**src/rtl/vga_fetch_pkg.sv**
```systemverilog
// Shared types and defaults for the frame fetch arbiter: FSM states,
// read-slot owners, in-flight tag layout and the tag-kill helper.
package vga_fetch_pkg;

    typedef enum logic [1:0] {
        ST_IDLE  = 2'd0,
        ST_FETCH = 2'd1,
        ST_DRAIN = 2'd2
    } fetch_state_t;

    typedef enum logic {
        OWN_DISP = 1'b0,
        OWN_DRW  = 1'b1
    } owner_t;

    typedef struct packed {
        logic   valid;
        owner_t owner;
    } rd_tag_t;

    localparam int unsigned DEF_PIX_PER_FRAME = 307200;
    localparam int unsigned DEF_BASE_ADDR     = 0;

    // Drops a display-owned tag when a frame restart discards its data.
    function automatic rd_tag_t tag_kill_disp(input rd_tag_t t, input logic inv);
        rd_tag_t r;
        r = t;
        if (inv && (t.owner == OWN_DISP))
            r.valid = 1'b0;
        return r;
    endfunction

endpackage

```
**src/rtl/rd_tag_pipe.sv**
```systemverilog
// RD_LAT-deep shift register of {valid, owner} tags that tracks ROM reads
// in flight; display tags can be invalidated synchronously on restart.
module rd_tag_pipe
    import vga_fetch_pkg::*;
#(
    parameter int unsigned DEPTH = 2
) (
    input  logic    clk,
    input  logic    rst_n,
    input  rd_tag_t tag_in,
    input  logic    inv_disp,
    output rd_tag_t tag_out,
    output logic    disp_pending
);

    rd_tag_t [DEPTH-1:0] stage;

    always_ff @(posedge clk or negedge rst_n) begin
        if (!rst_n) begin
            stage <= '0;
        end else begin
            stage[0] <= tag_kill_disp(tag_in, inv_disp);
            for (int unsigned i = 1; i < DEPTH; i++)
                stage[i] <= tag_kill_disp(stage[i-1], inv_disp);
        end
    end

    assign tag_out = stage[DEPTH-1];

    always_comb begin
        disp_pending = 1'b0;
        for (int unsigned i = 0; i < DEPTH; i++)
            if (stage[i].valid && (stage[i].owner == OWN_DISP))
                disp_pending = 1'b1;
    end

endmodule

```
**src/rtl/frame_fetch_arbiter.sv**
```systemverilog
// ROM read-port arbiter between display refill and draw reads, with
// in-flight tagging. FETCH_STATS_EN enables the frame/stall counters.
module frame_fetch_arbiter
    import vga_fetch_pkg::*;
#(
    parameter int unsigned ADDR_W        = 24,
    parameter int unsigned DATA_W        = 24,
    parameter int unsigned PIX_PER_FRAME = DEF_PIX_PER_FRAME,
    parameter int unsigned BASE_ADDR     = DEF_BASE_ADDR,
    parameter int unsigned RD_LAT        = 2,
    parameter int unsigned DRW_MAX_WAIT  = 8
) (
    input  logic              clk_100mhz,
    input  logic              rst_n,
    input  logic              frame_start,
    output logic [ADDR_W-1:0] rom_addr,
    input  logic [DATA_W-1:0] rom_rdata,
    input  logic              fifo_prog_full,
    output logic              fifo_wr_en,
    output logic [DATA_W-1:0] fifo_wdata,
    input  logic              drw_req,
    input  logic [ADDR_W-1:0] drw_addr,
    output logic              drw_gnt,
    output logic              drw_rvalid,
    output logic [DATA_W-1:0] drw_rdata,
    output logic              fetch_busy,
    output logic [15:0]       frame_cnt,
    output logic [15:0]       drw_stall_cnt
);

    localparam int unsigned PIX_W  = (PIX_PER_FRAME > 1) ? $clog2(PIX_PER_FRAME) : 1;
    localparam int unsigned WAIT_W = (DRW_MAX_WAIT > 0) ? $clog2(DRW_MAX_WAIT + 1) : 1;

    fetch_state_t      state;
    logic              busy_q;
    logic [PIX_W-1:0]  pixel_idx;
    logic [WAIT_W-1:0] wait_cnt;
    logic              disp_elig, force_drw, grant_drw, issue_disp;
    logic              last_pix, inv_disp, disp_pending;
    logic [ADDR_W-1:0] disp_addr;
    rd_tag_t           tag_in, tag_out;

    // A restarting frame_start takes the display slot for one cycle so that
    // a pending draw is honoured and new display reads follow a clean pipe.
    always_comb begin
        disp_elig    = (state == ST_FETCH) && !fifo_prog_full && !frame_start;
        force_drw    = (wait_cnt >= WAIT_W'(DRW_MAX_WAIT));
        grant_drw    = drw_req && (!disp_elig || force_drw);
        issue_disp   = disp_elig && !grant_drw;
        last_pix     = (pixel_idx == PIX_W'(PIX_PER_FRAME - 1));
        inv_disp     = frame_start && (state != ST_IDLE);
        disp_addr    = ADDR_W'(BASE_ADDR) + ADDR_W'(pixel_idx);
        tag_in.valid = grant_drw || issue_disp;
        tag_in.owner = grant_drw ? OWN_DRW : OWN_DISP;
    end

    assign drw_gnt    = grant_drw;
    assign fetch_busy = busy_q;

    always_ff @(posedge clk_100mhz or negedge rst_n) begin
        if (!rst_n) begin
            state     <= ST_IDLE;
            busy_q    <= 1'b0;
            pixel_idx <= '0;
            wait_cnt  <= '0;
            rom_addr  <= ADDR_W'(BASE_ADDR);
        end else begin
            if (grant_drw)
                rom_addr <= drw_addr;
            else if (issue_disp)
                rom_addr <= disp_addr;

            if (grant_drw)
                wait_cnt <= '0;
            else if (drw_req)
                wait_cnt <= wait_cnt + WAIT_W'(1);

            case (state)
                ST_IDLE: begin
                    if (frame_start) begin
                        state     <= ST_FETCH;
                        busy_q    <= 1'b1;
                        pixel_idx <= '0;
                    end
                end
                ST_FETCH: begin
                    if (frame_start) begin
                        pixel_idx <= '0;
                    end else if (issue_disp) begin
                        if (last_pix) begin
                            state <= ST_DRAIN;
                        end else begin
                            pixel_idx <= pixel_idx + PIX_W'(1);
                        end
                    end
                end
                ST_DRAIN: begin
                    if (frame_start) begin
                        state     <= ST_FETCH;
                        pixel_idx <= '0;
                    end else if (!disp_pending) begin
                        state  <= ST_IDLE;
                        busy_q <= 1'b0;
                    end
                end
                default: begin
                    state  <= ST_IDLE;
                    busy_q <= 1'b0;
                end
            endcase
        end
    end

    rd_tag_pipe #(
        .DEPTH (RD_LAT)
    ) u_tag_pipe (
        .clk          (clk_100mhz),
        .rst_n        (rst_n),
        .tag_in       (tag_in),
        .inv_disp     (inv_disp),
        .tag_out      (tag_out),
        .disp_pending (disp_pending)
    );

    // The exiting tag is killed too, so a restart drops every display read in flight.
    always_ff @(posedge clk_100mhz or negedge rst_n) begin
        if (!rst_n) begin
            fifo_wr_en <= 1'b0;
            fifo_wdata <= '0;
            drw_rvalid <= 1'b0;
            drw_rdata  <= '0;
        end else begin
            fifo_wr_en <= tag_out.valid && (tag_out.owner == OWN_DISP) && !inv_disp;
            drw_rvalid <= tag_out.valid && (tag_out.owner == OWN_DRW);
            if (tag_out.valid && (tag_out.owner == OWN_DISP) && !inv_disp)
                fifo_wdata <= rom_rdata;
            if (tag_out.valid && (tag_out.owner == OWN_DRW))
                drw_rdata <= rom_rdata;
        end
    end

`ifdef FETCH_STATS_EN
    logic [15:0] frame_cnt_q;
    logic [15:0] stall_cnt_q;
    logic        frame_done;

    assign frame_done = (state == ST_DRAIN) && !frame_start && !disp_pending;

    always_ff @(posedge clk_100mhz or negedge rst_n) begin
        if (!rst_n) begin
            frame_cnt_q <= '0;
            stall_cnt_q <= '0;
        end else begin
            if (frame_done)
                frame_cnt_q <= frame_cnt_q + 16'd1;
            if (drw_req && !grant_drw)
                stall_cnt_q <= stall_cnt_q + 16'd1;
        end
    end

    assign frame_cnt     = frame_cnt_q;
    assign drw_stall_cnt = stall_cnt_q;
`else
    assign frame_cnt     = '0;
    assign drw_stall_cnt = '0;
`endif

endmodule
```
**config.mk**
```make
export PLATFORM = sky130hd
export DESIGN_NAME = frame_fetch_arbiter
export DESIGN_NICKNAME = d
export VERILOG_FILES = /design/src/rtl/vga_fetch_pkg.sv /design/src/rtl/rd_tag_pipe.sv /design/src/rtl/frame_fetch_arbiter.sv
export SDC_FILE = /design/constraint.sdc
export NUM_CORES = 1
export LEC_CHECK = 0
export CORE_AREA = 8 8 115 117
export CTS_BUF_LIST = sky130_fd_sc_hd__clkbuf_2
export DETAILED_ROUTE_END_ITERATION = 10
export DIE_AREA = 0 0 123 125
export GPL_TIMING_DRIVEN = 1
export PLACE_DENSITY = 0.81
export SETUP_SLACK_MARGIN = 0.02
export SYNTH_ARGS = -nofsm -noshare
export SYNTH_HDL_FRONTEND = slang
export SYNTH_SLANG_ARGS = --single-unit
```
**constraint.sdc**
```tcl
create_clock -name clk_100mhz -period 2.05 [get_ports clk_100mhz]
set_clock_uncertainty 0.2 [all_clocks]
set_input_delay 0.41 -clock clk_100mhz [delete_from_list [all_inputs] [get_ports clk_100mhz]]
set_output_delay 0.41 -clock clk_100mhz [all_outputs]
set_load 0.02 [all_outputs]
```
==> results of run 1 <==
placed cells by master (no fill, tap or decap), types with 2 or more instances in the layout:
master / count
sky130_fd_sc_hd__ha_1: 2
sky130_fd_sc_hd__o21a_1: 3
sky130_fd_sc_hd__a221oi_1: 2
sky130_fd_sc_hd__a211oi_1: 17
sky130_fd_sc_hd__mux2_2: 24
sky130_fd_sc_hd__o21ai_1: 2
sky130_fd_sc_hd__a21oi_1: 13
sky130_fd_sc_hd__clkinv_4: 2
sky130_fd_sc_hd__clkbuf_2: 18
sky130_fd_sc_hd__a31oi_1: 13
sky130_fd_sc_hd__buf_12: 6
sky130_fd_sc_hd__and3_4: 3
sky130_fd_sc_hd__nand4_1: 7
sky130_fd_sc_hd__buf_4: 56
sky130_fd_sc_hd__dlygate4sd2_1: 33
sky130_fd_sc_hd__and2_1: 4
sky130_fd_sc_hd__dfrtp_1: 103
sky130_fd_sc_hd__a22o_1: 5
sky130_fd_sc_hd__nor3_1: 20
sky130_fd_sc_hd__buf_6: 3
sky130_fd_sc_hd__inv_6: 3
sky130_fd_sc_hd__clkdlybuf4s50_1: 51
sky130_fd_sc_hd__a41oi_1: 2
sky130_fd_sc_hd__nor2b_1: 3
sky130_fd_sc_hd__nand2_1: 93
sky130_fd_sc_hd__nand3_1: 9
sky130_fd_sc_hd__inv_1: 12
sky130_fd_sc_hd__o21ai_0: 12
sky130_fd_sc_hd__o31ai_1: 3
sky130_fd_sc_hd__nor2_1: 43
sky130_fd_sc_hd__clkdlybuf4s15_1: 33
sky130_fd_sc_hd__and3_1: 2
sky130_fd_sc_hd__conb_1: 32
what timing repair did:
item	CTS	global route
endpoints found under the setup margin	95	86
endpoints found under the hold margin	104	0
resized for setup	89	57
setup buffers	5	15
hold buffers	1	0
gates cloned	1	0
pin swaps	8	2
report_power, final:
part / internal, mW / switching, mW / total (mW)
registers: 2.40 / 0.193 / 2.59
logic: 0.809 / 1.06 / 1.87
clock network: 0.173 / 0.693 / 0.866
worst paths after layout:
kind	end	startpoint	cells after the start
hold reg to reg	u_tag_pipe.tag_out[0]$_DFF_PN0_	u_tag_pipe.stage[0]$_DFF_PN0_	0
max in group asynchronous	pixel_idx[3]$_DFFE_PN0P_	rst_n	3
setup reg to reg	pixel_idx[17]$_DFFE_PN0P_	state[1]$_DFFE_PN0P_	7
hold / removal	drw_rdata[1]$_DFFE_PN0P_	rst_n	2
setup / recovery	drw_gnt	state[1]$_DFFE_PN0P_	4
min in group clk_100mhz	fifo_wdata[10]$_DFFE_PN0P_	rom_rdata[10]	3
critical path: stages (launching register included):
cell and delay, ns:
sky130_fd_sc_hd__dfrtp_1 0.46, sky130_fd_sc_hd__nor4b_4 0.24, sky130_fd_sc_hd__nand2_1 0.10, sky130_fd_sc_hd__and2_4 0.16
sky130_fd_sc_hd__buf_6 0.12
final cells by class:
class / instances / area share [%]
Sequential cell: 104 / 39.0
Clock inverter: 6 / 0.769
Inverter: 13 / 0.732
Multi-Input combinational cell: 340 / 29.2
Tap cell: 147 / 2.76
Timing Repair Buffer: 193 / 26.8
Clock buffer: 9 / 0.675
state kept, by name (all words and copies together) (netlist names), 2 cells and up:
signal and flops:
state 2, fifo_wdata 24, rom_addr 24, wait_cnt 4
pixel_idx 19, drw_rdata 24, u_tag_pipe.tag_out 2, u_tag_pipe.stage 2
synth_stat cells (2+ instances only):
| cell type | count | area share [%] |
|---|---|---|
| sky130_fd_sc_hd__o21a_1 | 3 | 0.47 |
| sky130_fd_sc_hd__buf_4 | 32 | 5.0 |
| sky130_fd_sc_hd__nor2b_1 | 3 | 0.39 |
| sky130_fd_sc_hd__nor2_1 | 43 | 3.4 |
| sky130_fd_sc_hd__a211oi_1 | 18 | 2.8 |
| sky130_fd_sc_hd__dfrtp_1 | 104 | 54 |
| sky130_fd_sc_hd__buf_6 | 3 | 0.71 |
| sky130_fd_sc_hd__ha_1 | 3 | 0.78 |
| sky130_fd_sc_hd__a22o_1 | 5 | 0.91 |
| sky130_fd_sc_hd__inv_1 | 12 | 0.94 |
| sky130_fd_sc_hd__a21oi_1 | 13 | 1.4 |
| sky130_fd_sc_hd__nand4_1 | 7 | 0.91 |
| sky130_fd_sc_hd__buf_2 | 4 | 0.42 |
| sky130_fd_sc_hd__o21ai_0 | 12 | 1.3 |
| sky130_fd_sc_hd__mux2_2 | 24 | 5.6 |
| sky130_fd_sc_hd__o21ai_1 | 2 | 0.21 |
| sky130_fd_sc_hd__and3_1 | 4 | 0.52 |
| sky130_fd_sc_hd__nand3_1 | 10 | 1.0 |
| sky130_fd_sc_hd__nor3_1 | 21 | 2.2 |
| sky130_fd_sc_hd__clkbuf_1 | 14 | 1.1 |
| sky130_fd_sc_hd__clkbuf_2 | 2 | 0.21 |
| sky130_fd_sc_hd__o31ai_1 | 3 | 0.47 |
| sky130_fd_sc_hd__a41oi_1 | 2 | 0.37 |
| sky130_fd_sc_hd__a221oi_1 | 2 | 0.37 |
| sky130_fd_sc_hd__and2_1 | 5 | 0.65 |
| sky130_fd_sc_hd__a31oi_1 | 14 | 1.8 |
| sky130_fd_sc_hd__nand2_1 | 93 | 7.3 |
cells by family (layout without fill, tap and decap cells):
group                    count (synthesis)  in the layout  share of synthesized area, %
AND/OR/NAND/NOR                        197            197                          18.6
adder cells (fa/ha/maj)                  3              3                         0.784
flip-flops                             104            104                          54.4
AO/OA/AOI/OAI                           83             83                          11.6
multiplexers                            25             25                          5.85
other                                    1             32                        0.0783
buffers and inverters                   70            221                          8.73
routing by layer:
| layer | GRT usage, % | routed length (um) |
|---|---|---|
| met3 | 5.09 | 1330 |
| met1 | 20.7 | 5510 |
| met2 | 28.0 | 6370 |
| met5 | 0 | 0 |
| met4 | 3.90 | 144 |
stage by stage:
| stage | utilization [%] | total power [mW] | cell area, um^2 | hold WS (ns) |
|---|---|---|---|---|
| after global placement | 54.9 | 4.54 | 6380 | 0.175 |
| after floorplan | - | 3.60 | 4910 | -0.0856 |
| after global routing | 57.4 | 5.62 | 6670 | 0.0571 |
| final | 57.4 | 5.32 | 6670 | 0.0927 |
| after detailed placement | 54.9 | 4.61 | 6380 | 0.181 |
| after CTS | 56.0 | 5.27 | 6500 | 0.0516 |
==> impl_summary.md, run 1 <==
Status
The run finished, with violations left. The checks that failed: setup timing.

Clock tree
The clock tree from TritonCTS is built. The worst-skew pair later-pin latency is 0.55 ns. No sink is reached through more buffers than the 2 on the longest clock path. CTS placed an instance of sky130_fd_sc_hd__clkbuf_2 at the clock tree root. Counting the buffers created by CTS gives 9.

The number of sinks on the clock net is 104. The clock-pin slew on the worst setup and hold paths is 0.29 ns. The H-tree generated during clock tree synthesis spans 3 levels.

Finish
The register area is 0.00260 mm^2. The area growth from synthesis to layout is 39.3%. In the final layout, the multi-input gates occupy 0.00195 mm^2. The repair_antennas step left the layout with diodes totalling 0. The number of fill cells is 958. The final layout net count is 717. The post-route netlist has 20.0% of its cells at a drive strength greater than 1. Leaving out filler cells and counting taps, the final layout contains 812.

Logic synthesis
Averaged over all synthesized cells, the footprint is 9.91 um^2. The share of async-settable or async-resettable flops after synthesis is 100%. The synthesized netlist contains 52 unique library cells. The most instantiated flip-flop cell in the synthesis netlist is sky130_fd_sc_hd__dfrtp_1.

Synthesis handed over a netlist of 483 instances. The number of register bits inferred by synthesis is 104. Summing every instance area after synthesis gives 0.00479 mm^2. The post-synthesis sequential area ratio is 54.4%. The number of warnings issued by yosys is 0. The synthesized design contains 0 enable-type register cells.

Flow run
Across the run, the number of max-cap violations was 0.

Detailed routing
The via count is 4260. The final antenna-violating net count is 0. Summed over all layers, the routed wires come to 13400 um.

The via-per-instance ratio is 5.25. After the first detailed-routing iteration, the DRC count stood at 480. The final routed wire length divided by cell count is 16.5 um. For this run, the detailed router's first-pass iteration total came to 5. For this run, design rule violations remaining after detail routing come to 0.

Power
The power per cell area is 798 mW/mm^2. The highest ir drop seen on vdd is 0.465 mV. Summed over all cells, the static leakage comes to 3.17 nW.

Global route
The number of antenna violations at the first check in global routing is 0. For this run the aggregate overflow at the end of global routing stands at 0. Entering global routing, the biggest net connects 47 pins.

The wire length of the first global-routing pass is 21200 um. The total routing usage reported by global routing is 16.8%. The via count of the first global-routing pass is 4265.

Worst setup path
The critical path data arrival time is 1.62 ns. The worst setup path is launched from a flip-flop. The worst setup path is captured at an output port.

The setup slack of the most critical reg-to-reg path is -0.17 ns. The maximum fanout encountered on the critical timing path is 2. The type of the worst setup path is reg -> out. Data on the critical path is required at its endpoint by 1.44 ns.

Timing
Based on the critical path, the design can be clocked at up to 449 MHz. The shortest period the worst path allows is 2.23 ns. Setup repair after global routing could not meet its margin everywhere. The worst path uses 109% of the clock period. The final-report max-slew violation count was 0. The setup TNS is -1.22 ns. The final number of hold-violating endpoints is 0. Once routing completed, OpenROAD measured the worst setup slack at -0.177 ns. Setup violations remaining at the end of the flow were counted as 12.

Placement
Once detailed placement completed, the half-perimeter wirelength came to 9710 um. The instance count after placement with tap cells included is 775. At the placement stage, the worst setup path has a slack of -0.585 ns.

The count of buffers inserted at the top-level ports is 128. The congestion estimate from routability-driven global placement came to 0.892.

Floorplan
The floorplan step defined a die boundary enclosing 0.0154 mm^2. The die is 123 um wide. The count of boundary I/O pins is 161.

In this run the standard cell core region covers 0.0116 mm^2. The number of rows in the core area is 40. In this run the vertical extent of the chip is 125 um. The initial utilization of the core area, before any placement, comes to 41.2%.

Worst hold path
The worst hold path belongs to the class in -> async.
(Power assumes the default switching activity.)
==> inputs of run 2 (changes only) <==
--- a/constraint.sdc
+++ b/constraint.sdc
@@ -4,2 +4,2 @@
 set_output_delay 0.41 -clock clk_100mhz [all_outputs]
-set_load 0.02 [all_outputs]
+set_load 0.01 [all_outputs]
==> impl_summary.md, run 2 (synthesized netlist as in run 1, its figures left out) <==
Status
The flow ran to the end, but the final reports show violations. The checks that failed: setup timing.

Worst setup path
The gate family responsible for the most delay along the worst path is simple AND/OR/NAND/NOR gates. Data on the critical path arrives at its endpoint at 1.70 ns. The worst register-to-register path has a depth of 7. In this run the critical register-to-register path is launched from pixel_idx[0]$_DFFE_PN0P_. The critical path is of the reg -> out type.

The setup slack of the most critical reg-to-reg path is -0.01 ns. The combined buffer and inverter count along the critical path is 1. The worst register-to-register path ends at pixel_idx[12]$_DFFE_PN0P_. Traced cell by cell, the critical path runs through nor4b_4 -> nand2_1 -> and2_4 -> buf_6. The required time of the critical path is 1.44 ns.

The slowest stage of the critical path belongs to the cell sky130_fd_sc_hd__dfrtp_1. The maximum fanout encountered on the critical timing path is 2. The startpoint type of the worst setup path is a flip-flop. The delay of the slowest cell on the worst path is 0.47 ns.

The capturing element type of the critical path is an output port.

Power
The share of total power in sequential cells is 50.3%. The internal power is 3.43 mW. Summed over all nets, the switching power comes to 1.69 mW. The analysis attributes to cell leakage a power of 3.32 nW. The fraction of power spent switching nets is 33.0%. The highest ir drop seen on vdd is 0.428 mV. The overall power is 5.13 mW.

The part of the power in combinational logic is 32.9%. Of the total power, the clock network draws 16.8%. In this run the power density over the cells is 741 mW/mm^2.

Placement
Detailed placement ended at an HPWL of 9630 um. Counting tap cells, the placed design contains a total of 773 instances. The weighted congestion at the end of routability-driven global placement is 0.866. In this run the tool buffered the top-level ports with 128 buffer cells. The cell area after placement is 0.00635 mm^2.

Global route
The total routing usage reported by global routing is 17.3%. The wire length of the first global-routing pass is 21700 um. The number of antenna violations at the first check in global routing is 2. The largest net degree at the start of global routing is 45. Global routing finished with a remaining overflow of 0. The via count of the first global-routing pass was 4375.

Finish
Leaving out fill and tap cells, the most frequent cell in the layout is sky130_fd_sc_hd__dfrtp_1. At the end of the flow, the number of nets in the layout was 737. In the final layout, the registers with the most flip-flops are drw_rdata: 24 flops, fifo_wdata: 24 flops, rom_addr: 24 flops.

The area growth from synthesis to layout is 44.5%. The final non-filler cell total is 834. Summing all non-filler instances in the final layout gives an area of 0.00692 mm^2. The layout has 936 filler cells. The share of cells above drive strength 1 is 23.2%. The top cell types in the final layout, fill and taps aside, are sky130_fd_sc_hd__dfrtp_1 (100), sky130_fd_sc_hd__nand2_1 (93), sky130_fd_sc_hd__dlygate4sd2_1 (75).

Detailed routing
In the routed layout, each cell is associated on average with a via count of 5.28. The violation count after the first detailed-route iteration is 510. The met1 wire length is 5860 um. The total wire length is 14400 um. The via count is 4406.

The final antenna-violating net count is 0. The final routed wire length divided by cell count is 17.2 um. The detailed route wirelength on metal3 is 1580 um.

The uppermost layer routed is met5. The met2 wire length is 6680 um. In the routed design, unresolved DRC markers number 0. The first detailed-routing pass ran for 5 iterations.

Floorplan
Row generation in the floorplan step produced 40 rows. The die covers 0.0154 mm^2. After floorplanning, the core was sized to cover 0.0116 mm^2. The starting density of the core is 41.2%.

The die width is 123 um. In this run the count of I/O pins placed on the die edge is 161. In this run the vertical extent of the chip is 125 um.

Timing
The final-layout worst hold slack is 0.0570 ns. The final critical-path share of the clock period is 113%. The number of failing setup endpoints in the final timing report is 3. The worst-case setup margin in the final layout is -0.262 ns.

The highest achievable clock rate is 432 MHz. Setup repair after global routing could not meet its margin everywhere. The final-report max-slew violation count is 0.

For the final routed database, the setup TNS stands at -0.290 ns. The final number of hold-violating endpoints is 0. The shortest period the worst path allows is 2.31 ns.

Clock tree
The largest buffer count on any clock path is 2. CTS saw 104 sinks. The worst-skew pair later-pin latency is 0.57 ns. Clock-pin slew was measured on the worst setup and hold paths at 0.28 ns. The tree is rooted in a sky130_fd_sc_hd__clkbuf_2. TritonCTS built the clock tree. The H-tree was split into 3 levels. The number of CTS-inserted buffers is 9.

Flow run
Across the run, the number of max-cap violations was 0.

Worst hold path
The min-delay analysis places its worst path in the category in -> async.
-- run 2: cell count changes in the layout (fill, tap and decap cells not counted), moves of 3 or more --
cell,previous run,this run
sky130_fd_sc_hd__dlygate4sd2_1,33,75
sky130_fd_sc_hd__clkdlybuf4s15_1,33,0
sky130_fd_sc_hd__buf_4,56,69
sky130_fd_sc_hd__clkbuf_2,18,10
sky130_fd_sc_hd__buf_6,3,10
sky130_fd_sc_hd__dfrtp_1,103,100
sky130_fd_sc_hd__dfrtp_2,1,4
-- run 2: area by class of cell --
cell class                 instances  area [um^2]  area share [%]
sequential                       104         2610            37.7
timing repair buffer             213         1940            28.0
tap                              147          184            2.66
clock inverter                     6         42.5           0.615
antenna                            1         2.50          0.0362
clock buffer                      10         50.0           0.723
inverter                          13         48.8           0.705
multi-input combinational        340         2040            29.5
-- run 2: what timing repair did --
action                                  4_1_cts  5_1_grt
gates resized for setup                     106       27
hold buffers                                  1        0
setup buffers                                32       14
pin swaps                                     6       14
hold endpoints to repair                    104        0
cloned                                        3        0
endpoints found under the setup margin      109       24
-- run 2: how the worst max path moves through the flow --
| stage | startpoint | to | slack, ns | depth (start not counted) |
|---|---|---|---|---|
| after floorplan | pixel_idx[0]$_DFFE_PN0P_ | pixel_idx[12]$_DFFE_PN0P_ | 0.03 | 7 |
| after global placement | frame_start | drw_gnt | -0.56 | 5 |
| after detailed placement | frame_start | pixel_idx[5]$_DFFE_PN0P_ | -0.61 | 8 |
| after CTS | state[1]$_DFFE_PN0P_ | drw_gnt | -0.29 | 4 |
| after global routing | state[1]$_DFFE_PN0P_ | drw_gnt | -0.36 | 4 |
| final | state[1]$_DFFE_PN0P_ | drw_gnt | -0.26 | 4 |
-- run 2: through the flow --
stage / setup WS (ns) / utilization (%)
final: -0.262 / 59.6
after global routing: -0.359 / 59.6
after CTS: -0.293 / 58.0
after detailed placement: -0.610 / 54.7
after global placement: -0.556 / 54.7
after floorplan: 0.0321 / -
-- run 2: power by group through the flow --
stage,logic [mW],registers [mW],clock network [mW]
2_1_floorplan,0.554,2.77,0
3_3_place_gp,1.65,2.62,0
3_5_place_dp,1.70,2.64,0
4_1_cts,1.67,2.57,0.892
5_1_grt,1.83,2.62,0.978
6_report,1.69,2.58,0.864
-- run 2: metal layers --
layer | track usage [%] | up-vias
met1 | 22.4 | 2122
met4 | 4.61 | 2
met3 | 4.50 | 38
met2 | 28.0 | 248
met5 | 0 | -
li1 | - | 1996
